===== src/rtl/input_debouncer_pkg.sv =====
// Shared constants and sizing helpers for the input debouncer and its per-bit slices.
package input_debouncer_pkg;

    // Clocks per millisecond at the 50 MHz board clock.
    localparam int TICK_1MS = 50000;

    function automatic int clog2(input int value);
        int result;
        int remaining;
        result    = 0;
        remaining = value - 1;
        while (remaining > 0) begin
            result    = result + 1;
            remaining = remaining >> 1;
        end
        return result;
    endfunction

    function automatic int min1_width(input int count);
        return (clog2(count) < 1) ? 1 : clog2(count);
    endfunction

endpackage


===== src/rtl/input_debouncer_debounce_bit.sv =====
// One input bit: two-flop synchronizer, tick-qualified stability counter, accepted level and edge pulses.
module debounce_bit
    import input_debouncer_pkg::*;
#(
    parameter int   STABLE_TICKS = 8,
    parameter logic RESET_VALUE  = 1'b0
) (
    input  logic clk,
    input  logic reset_n,
    input  logic sample,
    input  logic tick,
    output logic device,
    output logic rise,
    output logic fall,
    output logic accept
);

    localparam int              CNT_W    = min1_width(STABLE_TICKS);
    localparam logic [CNT_W-1:0] CNT_LAST = CNT_W'(STABLE_TICKS - 1);

    logic             sync1;
    logic             sync2;
    logic [CNT_W-1:0] cnt;

    // Equality with the accepted level always wins, so a returning glitch on the final tick is ignored.
    assign accept = tick && (sync2 != device) && (cnt == CNT_LAST);

    always_ff @(posedge clk or negedge reset_n) begin
        if (!reset_n) begin
            sync1  <= RESET_VALUE;
            sync2  <= RESET_VALUE;
            device <= RESET_VALUE;
            cnt    <= '0;
            rise   <= 1'b0;
            fall   <= 1'b0;
        end else begin
            sync1 <= sample;
            sync2 <= sync1;
            rise  <= 1'b0;
            fall  <= 1'b0;
            if (sync2 == device) begin
                cnt <= '0;
            end else if (accept) begin
                device <= sync2;
                cnt    <= '0;
                rise   <= sync2;
                fall   <= ~sync2;
            end else if (tick) begin
                cnt <= cnt + 1'b1;
            end
        end
    end

endmodule


===== src/rtl/input_debouncer.sv =====
// Conditions asynchronous keys/switches: optional inversion, synchronization and tick-based debounce.
module input_debouncer
    import input_debouncer_pkg::*;
#(
    parameter int               WIDTH        = 4,
    parameter int               TICK_DIV     = TICK_1MS,
    parameter int               STABLE_TICKS = 8,
    parameter logic [WIDTH-1:0] INVERT       = '0,
    parameter logic [WIDTH-1:0] RESET_VALUE  = '0
) (
    input  logic             clk,
    input  logic             reset_n,
    input  logic [WIDTH-1:0] raw,
    output logic [WIDTH-1:0] device,
    output logic [WIDTH-1:0] rise,
    output logic [WIDTH-1:0] fall,
    output logic             changed,
    output logic             tick
);

    localparam int              DIV_W    = min1_width(TICK_DIV);
    localparam logic [DIV_W-1:0] DIV_LAST = DIV_W'(TICK_DIV - 1);

    logic [DIV_W-1:0] div_cnt;
    logic [WIDTH-1:0] sample;
    logic [WIDTH-1:0] accept;

    assign sample = raw ^ INVERT;

    // Shared prescaler: tick is registered, so it is high in the clock after div_cnt reaches DIV_LAST.
    always_ff @(posedge clk or negedge reset_n) begin
        if (!reset_n) begin
            div_cnt <= '0;
            tick    <= 1'b0;
        end else begin
            div_cnt <= (div_cnt == DIV_LAST) ? '0 : div_cnt + 1'b1;
            tick    <= (div_cnt == DIV_LAST);
        end
    end

    for (genvar i = 0; i < WIDTH; i++) begin : g_bit
        debounce_bit #(
            .STABLE_TICKS(STABLE_TICKS),
            .RESET_VALUE (RESET_VALUE[i])
        ) u_bit (
            .clk    (clk),
            .reset_n(reset_n),
            .sample (sample[i]),
            .tick   (tick),
            .device (device[i]),
            .rise   (rise[i]),
            .fall   (fall[i]),
            .accept (accept[i])
        );
    end

    always_ff @(posedge clk or negedge reset_n) begin
        if (!reset_n) begin
            changed <= 1'b0;
        end else begin
            changed <= |accept;
        end
    end

endmodule


===== config.mk =====
export PLATFORM = sky130hd
export DESIGN_NAME = input_debouncer
export DESIGN_NICKNAME = d
export VERILOG_FILES = /design/src/rtl/input_debouncer_pkg.sv /design/src/rtl/input_debouncer_debounce_bit.sv /design/src/rtl/input_debouncer.sv
export SDC_FILE = /design/constraint.sdc
export NUM_CORES = 1
export LEC_CHECK = 0
export ABC_AREA = 0
export CAP_MARGIN = 20
export CORE_UTILIZATION = 45
export CTS_BUF_LIST = sky130_fd_sc_hd__clkbuf_4 sky130_fd_sc_hd__clkbuf_8
export DETAILED_ROUTE_END_ITERATION = 16
export GPL_ROUTABILITY_DRIVEN = 0
export PLACE_DENSITY = 0.63
export SYNTH_ARGS = -nofsm -noshare
export SYNTH_HDL_FRONTEND = slang
export SYNTH_SLANG_ARGS = --single-unit

===== constraint.sdc =====
create_clock -name clk -period 5.2 [get_ports clk]
set_clock_uncertainty 0.2 [all_clocks]
set_input_delay 1.04 -clock clk [delete_from_list [all_inputs] [get_ports clk]]
set_output_delay 1.04 -clock clk [all_outputs]
set_load 0.02 [all_outputs]

; ---- Word-level counts from Yosys, hierarchy flattened
; Index checks and enable logic that the tools add are counted.
[word_totals]
regBits = 50
output_inout_bits = 14
elab_cells = 99
[op_classes]
addsub = 5
n_eq_ne = 13
muxes = 29
bitwise_logic = 8
reduce_logical = 17
[op_table]
columns = cell, count
row1 = 3-bit two-way mux, 12
row2 = 16-bit by 1-bit adder with 16-bit output (second input constant), 1
row3 = 16-bit == test (second input constant), 1
row4 = 1-bit two-way mux, 16
row5 = 16-bit two-way mux, 1
row6 = 3-bit by 1-bit adder with 3-bit output (second input constant), 4
row7 = 3-bit == test (second input constant), 4
row8 = 3-bit nonzero test, 4
row9 = 1-bit logical AND, 8
row10 = 1-bit inverter, 8
row11 = 2-bit AND reduction, 4
row12 = 1-bit == test, 4
row13 = 1-bit inequality test, 4
row14 = 4-bit OR reduction, 1

; ---- Depth between registers and ports, before layout
; Gate-level depths: netlist of the first run.
[depth]
word_depth = 5
depth_mapped = 6

; ---- Modules after synthesis
; Synthesis of the first run repeated with hierarchy kept, for this count alone.
[unflattened]
cells_unflattened = 166
area_unflattened_um2 = 2107.0
[by_module_without_submodules]
columns = module, n_inst, cells_per_inst, area_each_um2, seq_area_each_um2
row1 = debounce_bit, 4, 24, 324.1, 200.2
row2 = input_debouncer, 1, 70, 810.8, 450.4

; ---- Worst setup path after synthesis of the first run
; Ideal clock, no wire load.
[synth_timing]
kind = flip-flop to flip-flop
from = reg div_cnt[13]
to = reg div_cnt[9]
setup_time_ns = 0.123
arrival_ns = 1.571
t_required_ns = 4.877
setup_slack_ns = 3.306
path_stages_with_launch = 5
path_buffers = 0
period_less_slack_ns = 1.894
path_cell_list = dfrtp_1 or4_4 nor4_4 nand3b_1 o21ai_1
[synth_via]
elab_chain_cells = 2
[synth_lines]
columns = element, line_no
row1 = start: declaration, input_debouncer.sv:24  ; logic [DIV_W-1:0] div_cnt;
row2 = start signal: assignment, input_debouncer.sv:36  ; div_cnt <= (div_cnt == DIV_LAST) ? '0 : div_cnt + 1'b1;
row3 = 16-bit == test, input_debouncer.sv:36
row4 = 16-bit two-way mux, input_debouncer.sv:36
; No other way between the ends.
; A chain may end at the register's enable or synchronous reset.

; ---- Worst setup path after layout of the first run
[layout_timing]
from = reg tick
to = out tick
[layout_rtl]
columns = element, line_no
row1 = start: declaration, input_debouncer.sv:18  ; output logic tick
row2 = start signal: assignment, input_debouncer.sv:37  ; tick <= (div_cnt == DIV_LAST);
; No word-level cell between the ends.

==> impl_metrics.yaml, run 1 <==
hold_path:
  min_path_cells: 0
  hp-class: "reg -> reg"
  min_to: "g_bit[3].u_bit.sync2$_DFF_PN0_"
  hp-start: "g_bit[3].u_bit.sync1$_DFF_PN0_"
global_routing:
  grtUsageMet1_pct: 17.5
  grt_overflow: 0
  antenna_found_initial: 0
  grt_pass1_vias: 1460
  track_usage_pct: 16.4
  use_met3_pct: 5.20
  grt_busiest_layer: "met2"
  grt_max_degree: 51
  use_met2_pct: 28.9
  grt_pass1_wl_um: 6330
die:
  initial_core_util_pct: 48.3
  io_pins: 20
  core_um2: 4470
  die_area_um2: 5090
  dieWidth_um: 71.3
  fp.dieH_um: 71.3
  rows: 24
power_and_ir_drop:
  vdd_drop_max_mv: 0.167
  leakagePower_nw: 1.09
  clkPwrFrac_pct: 40.2
  internal_power_mw: 0.552
  power.combinational.fraction_pct: 2.3
  sw_frac_of_total_pct: 19.3
  switchingPower_mw: 0.132
  power_density_nw_per_um2: 280
  pwr-share-seq_pct: 57.5
  total_power_mw: 0.684
sta:
  whs_ns: 0.155
  layout_setup_ws_ns: 2.27
  min_period_over_period_pct: 56.3
  relSlewSlack_pct: 64.1
  period_needed_ns: 2.93
  timing_hold_violations_final: 0
  slew_viol_final: 0
  max_freq_mhz: 342
  setup_viol: 0
  rsz0062_at_grt: "false"
  finalSetupTns_ns: 0
  tightest_slew_ns: 0.535
worst_setup_path:
  r2r_slack_ns: 3.12
  reg2reg_to: "div_cnt[9]$_DFF_PN0_"
  r2r.worst_path.cells: 4
  crit_type: "reg -> out"
  cp.arrival_ns: 1.69
  crit_family: "buffers and inverters"
  path_cells: "clkdlybuf4s50_1"
  critPathRequiredTime_ns: 3.96
  rr_startpoint: "div_cnt[13]$_DFF_PN0_"
  worstSetupStartpointType: "register"
  worst_setup_path_end_kind: "output pin"
  cpPeakStageDelay_ns: 0.72
  worstPathBufferInverterCount: 1
  cp_max_fo: 14
  critPathSlowestCell: "clkdlybuf4s50_1"
routing:
  dr.pass1.iters: 4
  drc: 0
  vias: 1333
  routedWlPerCell_um: 14.2
  routed_wl_um: 3570
  drt_iter0_drc: 47
  viasPerCell: 5.29
  drtAntennaViolNets: 0
status:
  outcome: "complete, no violations"
cells_and_area:
  layout-area-overhead-vs-synth_pct: 13.1
  final_area_um2: 2440
  layout-drive-gt1-share_pct: 8.00
  final_common_cell: "dfrtp_1"
  fin_cells: 252
  n_antenna_cell: 0
  utilization_pct: 54.6
  nNetsFinal: 214
  mostFrequentLayoutCells: "dfrtp_1 (50), nor2_1 (19), clkdlybuf4s50_1 (18)"
clocking:
  insertion_delay_ns: 0.30
  post_cts_resized: 0
  post_cts_buffers: 0
  cts_tree: "built"
  ctsHoldBuffers: 0
  clock-sinks: 50
  clockBufferDepth: 2
  path_clk_slew_ns: 0.08
  cts_made_buffers: 5
  cts_root_buf: "clkbuf_8"
  htreeDepth: 2
placed_design:
  dp.cells: 243
  dp_hpwl_um: 2520
  place_ws_ns: 2.58
  portBuffers: 19
  placed_area_um2: 2310
yosys:
  synth-adder-area-share_pct: 5.21
  yosys_warnings: 0
  ys_seq_elements: 50
  synth-xor-area-share_pct: 6.89
  synth_compound_area_share_pct: 2.66
  synth_mux_area_share_pct: 3.94
  synth_top_family_by_area: "simple AND/OR/NAND/NOR gates"
  synth_top_cell_by_area: "dfrtp_1"
  synthCells: 187
  synth_nets: 202
  synth_area_leaders: "dfrtp_1 (58%), ha_1 (5.2%), buf_4 (4.2%)"
  synth.top_cell.area_share_pct: 57.9
  avgSynthCellArea_um2: 11.6
  synth-simple-area-share_pct: 17.9
  synth_cell_type_count: 28
  synth_area_um2: 2160
  ys_seq_area_share_pct: 57.9
flow_run:
  drv_cap: 0
## sequential cells by signal (all words and copies together), names as in the netlist
| name | count |
|---|---|
| g_bit.u_bit.device | 4 |
| g_bit.u_bit.fall | 4 |
| g_bit.u_bit.cnt | 12 |
| g_bit.u_bit.sync1 | 4 |
| tick | 1 |
| changed | 1 |
| div_cnt | 16 |
| g_bit.u_bit.rise | 4 |
| g_bit.u_bit.sync2 | 4 |
## power by group through the flow
stage | Clock (mW) | Sequential [mW] | Combinational [mW]
4_1_cts | 0.284 | 0.394 | 0.0143
3_3_place_gp | 0 | 0.401 | 0.0137
2_1_floorplan | 0 | 0.401 | 0.00274
3_5_place_dp | 0 | 0.401 | 0.0143
5_1_grt | 0.300 | 0.394 | 0.0176
6_report | 0.275 | 0.394 | 0.0154
## cell usage after synthesis
| library cell | number |
|---|---|
| nor3b_1 | 8 |
| mux2_2 | 4 |
| nor2b_1 | 1 |
| a21oi_1 | 8 |
| mux2i_1 | 4 |
| nand2_1 | 14 |
| nor3_1 | 6 |
| nand4_1 | 6 |
| nand3_1 | 9 |
| or4b_1 | 1 |
| xor2_1 | 9 |
| xnor2_1 | 8 |
| inv_1 | 5 |
| and2_1 | 1 |
| nand3b_1 | 1 |
| buf_1 | 1 |
| nor2_1 | 19 |
| o22ai_1 | 2 |
| nor4_4 | 1 |
| ha_1 | 9 |
| and3_1 | 1 |
| dfrtp_1 | 50 |
| nor4_1 | 2 |
| buf_4 | 12 |
| clkbuf_1 | 2 |
| and4_1 | 1 |
| or4_4 | 1 |
| o21ai_1 | 1 |
## worst max path at each step
| stage | startpoint | end | slack (ns) | cells past startpoint |
|---|---|---|---|---|
| floorplan | div_cnt[13]$_DFF_PN0_ | div_cnt[9]$_DFF_PN0_ | 3.31 | 4 |
| global placement | tick$_DFF_PN0_ | tick | 2.61 | 1 |
| detailed placement | tick$_DFF_PN0_ | tick | 2.58 | 1 |
| CTS | tick$_DFF_PN0_ | tick | 2.23 | 1 |
| global route | tick$_DFF_PN0_ | tick | 2.18 | 1 |
| finish | tick$_DFF_PN0_ | tick | 2.27 | 1 |
## routing by layer
metal | vias up | part of all wire [%]
li1 | 646 | -
met1 | 664 | 41
met3 | 7 | 3.1
met4 | 0 | 1.9
met2 | 16 | 54
met5 | - | 0
## cell families after synthesis
logic type | after synthesis
adders and majority gates | 9
muxes | 8
buffers and inverters | 20
xor gates and xnor gates | 17
and+or+nand+nor | 72
AOI/OAI and AO/OA | 11
DFF | 50
## area by class of cell
type / count / area [µm²]
Clock buffer: 7 / 83.8
Clock inverter: 1 / 30.0
Fill cell: 403 / 2030
Inverter: 5 / 18.8
Multi-Input combinational cell: 117 / 791
Sequential cell: 50 / 1250
Tap cell: 52 / 65.1
Timing Repair Buffer: 20 / 205
No activity file was read; power rests on OpenSTA's default activity.
==> run 2: changes to the inputs <==
clock period = 2.95 ns   (was 5.2 ns; I/O delays follow)
==> run 2 against run 1 <==
Clock power rose by 48%. First-iteration DRC count rose by 23%. Utilization fell by 0.53 points. Final cell count rose by 0.40%. Clock-buffer cell count fell by 1. Sequential share of layout area rose by 0.50 points. Power rose by 65%. Critical path depth rose by 1. Via count rose by 2.1%. Largest cell class unchanged.
==> impl_metrics.yaml, run 2 (synthesis gave the netlist of run 1 again) <==
global_routing:
  grt_overflow: 0
  antenna_found_initial: 0
  grt_pass1_wl_um: 6220
  grt_pass1_vias: 1416
  grt_max_degree: 30
  track_usage_pct: 16.0
worst_setup_path:
  cp.arrival_ns: 1.47
  rr_startpoint: "div_cnt[10]$_DFF_PN0_"
  path_cells: "buf_4, clkdlybuf4s50_1"
  cpPeakStageDelay_ns: 0.63
  critPathSlowestCell: "clkdlybuf4s50_1"
  worstSetupStartpointType: "register"
  r2r_slack_ns: 0.90
  critPathRequiredTime_ns: 2.16
  worst_setup_path_end_kind: "output pin"
  cp_max_fo: 14
  reg2reg_to: "div_cnt[9]$_DFF_PN0_"
  r2r.worst_path.cells: 4
  crit_type: "reg -> out"
die:
  initial_core_util_pct: 48.3
  die_area_um2: 5090
  rows: 24
  fp.dieH_um: 71.3
  core_um2: 4470
  dieWidth_um: 71.3
  io_pins: 20
clocking:
  cts_made_buffers: 5
  clockBufferDepth: 2
  ctsHoldBuffers: 0
  cts_tree: "built"
  post_cts_buffers: 0
  htreeDepth: 2
  cts_root_buf: "clkbuf_8"
  post_cts_resized: 0
  insertion_delay_ns: 0.30
  path_clk_slew_ns: 0.09
  clock-sinks: 50
cells_and_area:
  largest_register_ffs: 16
  mostFrequentLayoutCells: "dfrtp_1 (50), nor2_1 (19), clkdlybuf4s50_1 (18)"
  layout-drive-gt1-share_pct: 8.46
  n_antenna_cell: 0
  utilization_pct: 54.1
  regMostFlops: "div_cnt"
  layout-area-overhead-vs-synth_pct: 12.0
  final_area_um2: 2420
  final_common_cell: "dfrtp_1"
  reg.largest.list: "div_cnt: 16 flops, g_bit.u_bit.cnt: 12 flops"
  nNetsFinal: 215
hold_path:
  hp-class: "in -> async"
routing:
  drc: 0
  routed_wl_um: 3430
  routedWlPerCell_um: 13.5
  dr.pass1.iters: 4
  vias: 1361
  drtAntennaViolNets: 0
  drt_iter0_drc: 58
  viasPerCell: 5.38
sta:
  finalSetupTns_ns: 0
  period_needed_ns: 2.26
  setup_viol: 0
  rsz0062_at_grt: "false"
  min_period_over_period_pct: 76.5
  tightest_slew_ns: 0.519
  slew_viol_final: 0
  max_freq_mhz: 443
  relSlewSlack_pct: 65.2
  timing_hold_violations_final: 0
placed_design:
  dp_hpwl_um: 2450
  placed_area_um2: 2330
  portBuffers: 19
flow_run:
  drv_cap: 0
status:
  outcome: "complete, no violations"
power_and_ir_drop:
  total_power_mw: 1.13
  vdd_drop_max_mv: 0.233
  power_density_nw_per_um2: 465
  leakagePower_nw: 1.08
-- run 2: cell count changes in the layout (fill, tap and decap cells not counted) --
cell        before  now
clkinv_2         0    1
bufinv_16        1    0
clkbuf_8         5    6
clkbuf_4         2    0
buf_4            0    2
buf_12           1    0
clkinvlp_4       0    1
-- run 2: final cells by class --
cell class / count / area [µm²]
Clock buffer: 6 / 82.6
Clock inverter: 2 / 12.5
Fill cell: 388 / 2050
Inverter: 5 / 18.8
Multi-Input combinational cell: 117 / 791
Sequential cell: 50 / 1250
Tap cell: 52 / 65.1
Timing Repair Buffer: 21 / 200
-- run 2: critical path: cells and delay by family, from the launching register on --
kind / cells / cell delay (ns)
buf+inv: 2 / 0.84
flops: 1 / 0.33
-- run 2: worst max-delay path by stage --
stage | startpoint | end | slack (ns)
2_1_floorplan | div_cnt[13]$_DFF_PN0_ | div_cnt[9]$_DFF_PN0_ | 1.06
3_3_place_gp | div_cnt[13]$_DFF_PN0_ | div_cnt[9]$_DFF_PN0_ | 0.93
3_5_place_dp | div_cnt[10]$_DFF_PN0_ | div_cnt[9]$_DFF_PN0_ | 0.91
4_1_cts | tick$_DFF_PN0_ | tick | 0.67
5_1_grt | tick$_DFF_PN0_ | tick | 0.63
6_report | tick$_DFF_PN0_ | tick | 0.69
-- run 2: power by group --
| group | switching [mW] | total [mW] | internal [mW] |
|---|---|---|---|
| clock network | 0.219 | 0.408 | 0.189 |
| registers | 0.00347 | 0.694 | 0.690 |
| logic | 0.0165 | 0.0250 | 0.00850 |
| total | 0.239 | 1.13 | 0.887 |
-- run 2: stage by stage --
step                setup WS (ns)  instances  hold WS, ns
floorplan                    1.06        187       0.0944
global placement            0.932        245        0.132
detailed placement          0.910        245        0.138
CTS                         0.671        253       0.0427
global route                0.634        253       0.0580
finish                      0.695        253       0.0318
-- run 2: per-layer routing --
metal / up-vias / routed length (µm) / GRT usage (%)
met5: - / 0 / 0
met4: 0 / 63 / 7.11
met3: 6 / 117 / 4.36
met2: 20 / 1780 / 28.6
met1: 681 / 1460 / 18.0
li1: 654 / - / -
